[src/rtl/rs232tx.sv]
// Buffered UART transmitter: a circular FIFO feeds a frame serialiser whose bit period
// comes from a run-time divisor.
module rs232tx #(
  parameter int DATA_BITS = 8,
  parameter int PARITY    = 0,
  parameter int STOP_BITS = 1,
  parameter int FIFO_LOG2 = 2,
  parameter int DIV_WIDTH = 16
) (
  input  logic                 clock,
  input  logic                 reset,
  input  logic [DIV_WIDTH-1:0] divisor,
  input  logic [DATA_BITS-1:0] transmit_data,
  input  logic                 we,
  output logic                 busy,
  output logic                 idle,
  output logic                 overflow,
  output logic [FIFO_LOG2:0]   fifo_count,
  output logic                 serial_out
);

  localparam int                   DEPTH     = 1 << FIFO_LOG2;
  localparam logic [FIFO_LOG2:0]   FULL      = (FIFO_LOG2 + 1)'(DEPTH);
  localparam logic [FIFO_LOG2-1:0] PTR_ONE   = FIFO_LOG2'(1);
  localparam logic [3:0]           LAST_DATA = 4'(DATA_BITS - 1);
  localparam logic                 LAST_STOP = 1'(STOP_BITS - 1);
  localparam logic [DIV_WIDTH-1:0] DIV_MIN   = DIV_WIDTH'(2);
  localparam logic [DIV_WIDTH-1:0] DIV_ONE   = DIV_WIDTH'(1);

  typedef enum logic [2:0] {S_IDLE, S_START, S_DATA, S_PARITY, S_STOP} state_t;

  state_t               state_q, state_d;
  logic [DIV_WIDTH-1:0] div_q, div_d;
  logic [DIV_WIDTH-1:0] timer_q, timer_d;
  logic [DATA_BITS-1:0] shift_q, shift_d;
  logic [3:0]           bit_cnt_q, bit_cnt_d;
  logic                 stop_cnt_q, stop_cnt_d;
  logic                 parity_q, parity_d;
  logic                 serial_q, serial_d;
  logic                 overflow_q, overflow_d;
  logic [FIFO_LOG2-1:0] wr_ptr_q, wr_ptr_d;
  logic [FIFO_LOG2-1:0] rd_ptr_q, rd_ptr_d;
  logic [FIFO_LOG2:0]   count_q, count_d;
  logic [DATA_BITS-1:0] fifo_mem [DEPTH];

  logic                 full, empty, push, pop, bit_done, frame_end;
  logic [DIV_WIDTH-1:0] div_clamped;
  logic [DATA_BITS-1:0] head;

  assign full        = (count_q == FULL);
  assign empty       = (count_q == '0);
  assign push        = we & ~full;
  assign head        = fifo_mem[rd_ptr_q];
  assign div_clamped = (divisor < DIV_MIN) ? DIV_MIN : divisor;
  assign bit_done    = (timer_q == '0);
  assign frame_end   = (state_q == S_STOP) && bit_done && (stop_cnt_q == LAST_STOP);
  // A frame ending with words queued pops straight into the next start bit.
  assign pop         = ~empty && ((state_q == S_IDLE) || frame_end);

  always_comb begin
    wr_ptr_d   = push ? wr_ptr_q + PTR_ONE : wr_ptr_q;
    rd_ptr_d   = pop ? rd_ptr_q + PTR_ONE : rd_ptr_q;
    overflow_d = we & full;
    case ({push, pop})
      2'b10:   count_d = count_q + (FIFO_LOG2 + 1)'(1);
      2'b01:   count_d = count_q - (FIFO_LOG2 + 1)'(1);
      default: count_d = count_q;
    endcase
  end

  always_comb begin
    state_d    = state_q;
    div_d      = div_q;
    timer_d    = timer_q;
    shift_d    = shift_q;
    bit_cnt_d  = bit_cnt_q;
    stop_cnt_d = stop_cnt_q;
    parity_d   = parity_q;
    serial_d   = serial_q;
    if (pop) begin
      state_d    = S_START;
      serial_d   = 1'b0;
      shift_d    = head;
      div_d      = div_clamped;
      timer_d    = div_clamped - DIV_ONE;
      parity_d   = (PARITY == 1) ? ~^head : ^head;
      bit_cnt_d  = '0;
      stop_cnt_d = 1'b0;
    end else if (state_q != S_IDLE) begin
      if (!bit_done) begin
        timer_d = timer_q - DIV_ONE;
      end else begin
        timer_d = div_q - DIV_ONE;
        case (state_q)
          S_START: begin
            state_d   = S_DATA;
            serial_d  = shift_q[0];
            shift_d   = shift_q >> 1;
            bit_cnt_d = '0;
          end
          S_DATA: begin
            if (bit_cnt_q == LAST_DATA) begin
              if (PARITY != 0) begin
                state_d  = S_PARITY;
                serial_d = parity_q;
              end else begin
                state_d    = S_STOP;
                serial_d   = 1'b1;
                stop_cnt_d = 1'b0;
              end
            end else begin
              bit_cnt_d = bit_cnt_q + 4'd1;
              serial_d  = shift_q[0];
              shift_d   = shift_q >> 1;
            end
          end
          S_PARITY: begin
            state_d    = S_STOP;
            serial_d   = 1'b1;
            stop_cnt_d = 1'b0;
          end
          S_STOP: begin
            if (frame_end) state_d = S_IDLE;
            else           stop_cnt_d = 1'b1;
          end
          default: state_d = S_IDLE;
        endcase
      end
    end
  end

  always_ff @(posedge clock or posedge reset) begin
    if (reset) begin
      state_q    <= S_IDLE;
      div_q      <= DIV_MIN;
      timer_q    <= '0;
      shift_q    <= '0;
      bit_cnt_q  <= '0;
      stop_cnt_q <= 1'b0;
      parity_q   <= 1'b0;
      serial_q   <= 1'b1;
      overflow_q <= 1'b0;
      wr_ptr_q   <= '0;
      rd_ptr_q   <= '0;
      count_q    <= '0;
    end else begin
      state_q    <= state_d;
      div_q      <= div_d;
      timer_q    <= timer_d;
      shift_q    <= shift_d;
      bit_cnt_q  <= bit_cnt_d;
      stop_cnt_q <= stop_cnt_d;
      parity_q   <= parity_d;
      serial_q   <= serial_d;
      overflow_q <= overflow_d;
      wr_ptr_q   <= wr_ptr_d;
      rd_ptr_q   <= rd_ptr_d;
      count_q    <= count_d;
    end
  end

  // Storage needs no reset: the pointers and count define what is valid.
  always_ff @(posedge clock) begin
    if (push) fifo_mem[wr_ptr_q] <= transmit_data;
  end

  assign busy       = full;
  assign idle       = empty && (state_q == S_IDLE);
  assign overflow   = overflow_q;
  assign fifo_count = count_q;
  assign serial_out = serial_q;

endmodule

[config.mk]
export PLATFORM = sky130hd
export DESIGN_NAME = rs232tx
export DESIGN_NICKNAME = d
export VERILOG_FILES = /design/src/rtl/rs232tx.sv
export SDC_FILE = /design/constraint.sdc
export NUM_CORES = 1
export LEC_CHECK = 0
export BUFFER_PORTS_ARGS = -buffer_cell sky130_fd_sc_hd__buf_2
export CAP_MARGIN = 20
export CORE_MARGIN = 2
export CORE_UTILIZATION = 52
export CTS_CLUSTER_SIZE = 20
export DETAILED_ROUTE_END_ITERATION = 7
export PLACE_DENSITY_LB_ADDON = 0.08
export REMOVE_ABC_BUFFERS = 1
export SYNTH_ARGS = -nofsm -noshare
export SYNTH_HDL_FRONTEND = slang
export SYNTH_SLANG_ARGS = --single-unit
[constraint.sdc]
create_clock -name clock -period 4.39 [get_ports clock]
set_input_delay 0.878 -clock clock [delete_from_list [all_inputs] [get_ports clock]]
set_output_delay 0.878 -clock clock [all_outputs]
set_load 0.05 [all_outputs]
==> metrics.md <==
| Metric | Value |
|---|---|
| PwrDens | 688 nW/um^2 |
| Number of diodes | 0 |
| Crit path DAT | 3.88 ns |
| Detailed Route WL | 8950 microns |
| EDFF count, synth | 32 |
| Tmin final | 3.66 ns |
| Leakage power | 1.95 nW |
| Total chip power | 3.33 mW |
| # nets final | 474 |
| Setup CP Type | reg2reg |
| Die span in x | 95.7 microns |
| Mapped Cells | 407 |
| Fin. max-slew vios | 0 |
| Critical path fanouts, max | 13 |
| Initial antenna violation count | 0 |
| Max-cap violations | 0 |
| Unrepaired setup endpoints after global routing | no |
| CTS max path bufs | 2 |
| Fin crit share | 0.833 |
| Worst path required time | 4.61 ns |
| Total negative slack | 0 ns |
| FF-to-FF setup slack | 0.73 ns |
| Layout area overhead | 10.4% |
| Worst VDD drop | 0.360 mV |
| Layout Cells excl Fill | 549 |
| WL/cell | 16.3 microns |
| Placer congestion estimate | 0.962 |
| CTS Sinks | 89 |
| I/O Pins | 34 |
| HP Class | reg2reg |
| First-pass GRT wire length | 14800 microns |
| Total CTS buffers | 9 |
| Commonest non-fill, non-tap cell in the layout | nand2_1 |
| Hold_buf cts | 0 |
| Synth cell types | 59 |
| Number of global-route vias before repair | 3059 |
| CTS clk-pin slew, worst paths | 0.09 ns |
| Gr usage total | 0.211 |
| CP endpoint kind | flip-flop |
| Startpoint Class | flip-flop |
| Register area share after synthesis | 0.546 |
| Port bufs | 33 |
| Htree depth | 3 |
| R2R cell count | 13 |
| Main combinational cell family by area after synthesis | simple AND/OR/NAND/NOR gates |
| Rows | 33 |
| Worst Hold Depth | 2 |
| Synth Area in Adders | 0.0246 |
| Yosys warns | 0 |
| Root Driver | clkbuf_8 |
| DR pass1 iterations | 4 |
| Post-CTS Setup Repair Bufs | 0 |
| Syn_area_per_cell | 10.8 sq um |
| Initial core utilization | 0.535 |
| Synth Area in XOR/XNOR | 0.0360 |
| Max frequency | 273 MHz |
| Post-detail-place hpwl | 6280 microns |
| Die height | 95.7 microns |
| Worst skew pair latency | 0.35 ns |
| Multiplexer area fraction after synthesis | 0.0652 |
| Max_slew headroom | 0.518 |
| Outcome | complete, no violations |
| Die area | 9160 sq um |
| CTS tree | yes |
| Simple-gate portion of the synthesized area | 0.178 |
| #FFs+latches synth | 89 |
| Vias per inst | 5.63 |
| Core Region | 8180 sq um |
| Remaining global-route overflow | 0 |
| Async set or reset register ratio after synthesis | 0.640 |
| Initial drt markers | 184 |
| Commonest cells after routing, fill and taps aside | nand2_1 (83), dfrtp_1 (55), buf_2 (33) |
| Core Util, Final | 0.591 |
| Synth Area in Compound Gates | 0.123 |
| FF+latch area | 2390 sq um |
| Hold WS | 0.476 ns |
| Area taken by multi-input logic gates | 1870 sq um |
| Final setup fails | 0 |
| Vias | 3091 |
| Worst Tran Pin Value | 0.723 ns |
| Post-DRT Antenna Nets | 0 |
| Final Hold Viols | 0 |
| Largest net degree at the start of global routing | 58 |
| Primary FF master, synth | dfrtp_1 |
| Filler instances | 696 |
| Post-CTS Resized | 0 |
| Proportion of layout cells with a drive suffix above 1 | 0.169 |
| Clk_skew | 0.0170 ns |
| Placed insts | 533 |
| Cell area after synthesis | 4380 sq um |
| Residual DRC count | 0 |
-- flip-flops by register name, summed over array words and instances, names as in the netlist --
name        count
overflow        1
wr_ptr_q        2
bit_cnt_q       4
timer_q        16
fifo_count      3
div_q          16
state_q         3
fifo_mem       32
rd_ptr_q        2
shift_q         8
stop_cnt_q      1
serial_out      1
-- layer usage --
metal | track usage | up-vias | wire (microns)
met2 | 0.337 | 82 | 4300
met4 | 0.0619 | 0 | 79
met5 | 0 | - | 0
met3 | 0.0501 | 8 | 465
met1 | 0.290 | 1470 | 4100
li1 | - | 1531 | -
-- layout make-up --
type / instances / area share
multi-input combinational: 290 / 0.386
tap: 105 / 0.0272
sequential: 89 / 0.495
clock buffer: 9 / 0.0256
timing repair buffer: 38 / 0.0419
clock inverter: 7 / 0.0158
inverter: 11 / 0.00854
-- Yosys cell counts (8+ instances only) --
master    instances  area [sq um]
dfrtp_1          55          1380
edfxtp_1         32           961
o21ai_0          31           155
xnor2_1          10          87.6
mux2i_1           8          80.1
nor2_1           29           109
xor2_1            8          70.1
nand2_1          83           312
nor3_1           17          85.1
a21oi_1          16          80.1
mux4_2            8           180
inv_1            10          37.5
-- logic make-up after synthesis --
logic type | count (synthesis)
simple gates | 165
flops | 89
compound gates | 81
buf+inv | 28
xor+xnor | 18
mux | 18
fa+ha+maj | 8
-- critical path, stage by stage (launching register included) --
cell and delay, ns:
dfrtp_1 0.44, or3_1 0.54, and2_1 0.29, a31oi_4 0.42, inv_2 0.08, a211o_1 0.27
nand2_1 0.07, ha_1 0.22, nor4b_1 0.23, a32o_1 0.27, nand3_1 0.18, nor3_1 0.28
xor2_1 0.15, o21ai_0 0.08
-- stage by stage --
step           setup slack [ns]  area, sq um
2_1_floorplan             0.236         4300
3_3_place_gp              0.862         4630
3_5_place_dp              0.756         4630
4_1_cts                   0.745         4830
5_1_grt                   0.453         4830
6_report                  0.732         4830
-- final timing paths --
path,from,endpoint
setup / recovery,fifo_count[2]$_DFFE_PP0P_,timer_q[14]$_DFFE_PP0N_
hold reg to reg,div_q[7]$_DFFE_PP0N_,div_q[7]$_DFFE_PP0N_
setup reg to reg,fifo_count[2]$_DFFE_PP0P_,timer_q[14]$_DFFE_PP0N_
hold / removal,div_q[7]$_DFFE_PP0N_,div_q[7]$_DFFE_PP0N_
min in group asynchronous,reset,shift_q[7]$_DFFE_PP0P_
max in group asynchronous,reset,timer_q[13]$_DFFE_PP0N_
-- power by group --
part / leakage (nW) / internal (mW) / switching (mW)
Clock: 0.104 / 0.270 / 0.308
Sequential: 0.984 / 1.17 / 0.270
Combinational: 0.861 / 0.542 / 0.763
Power figures use the tool's default switching activity.
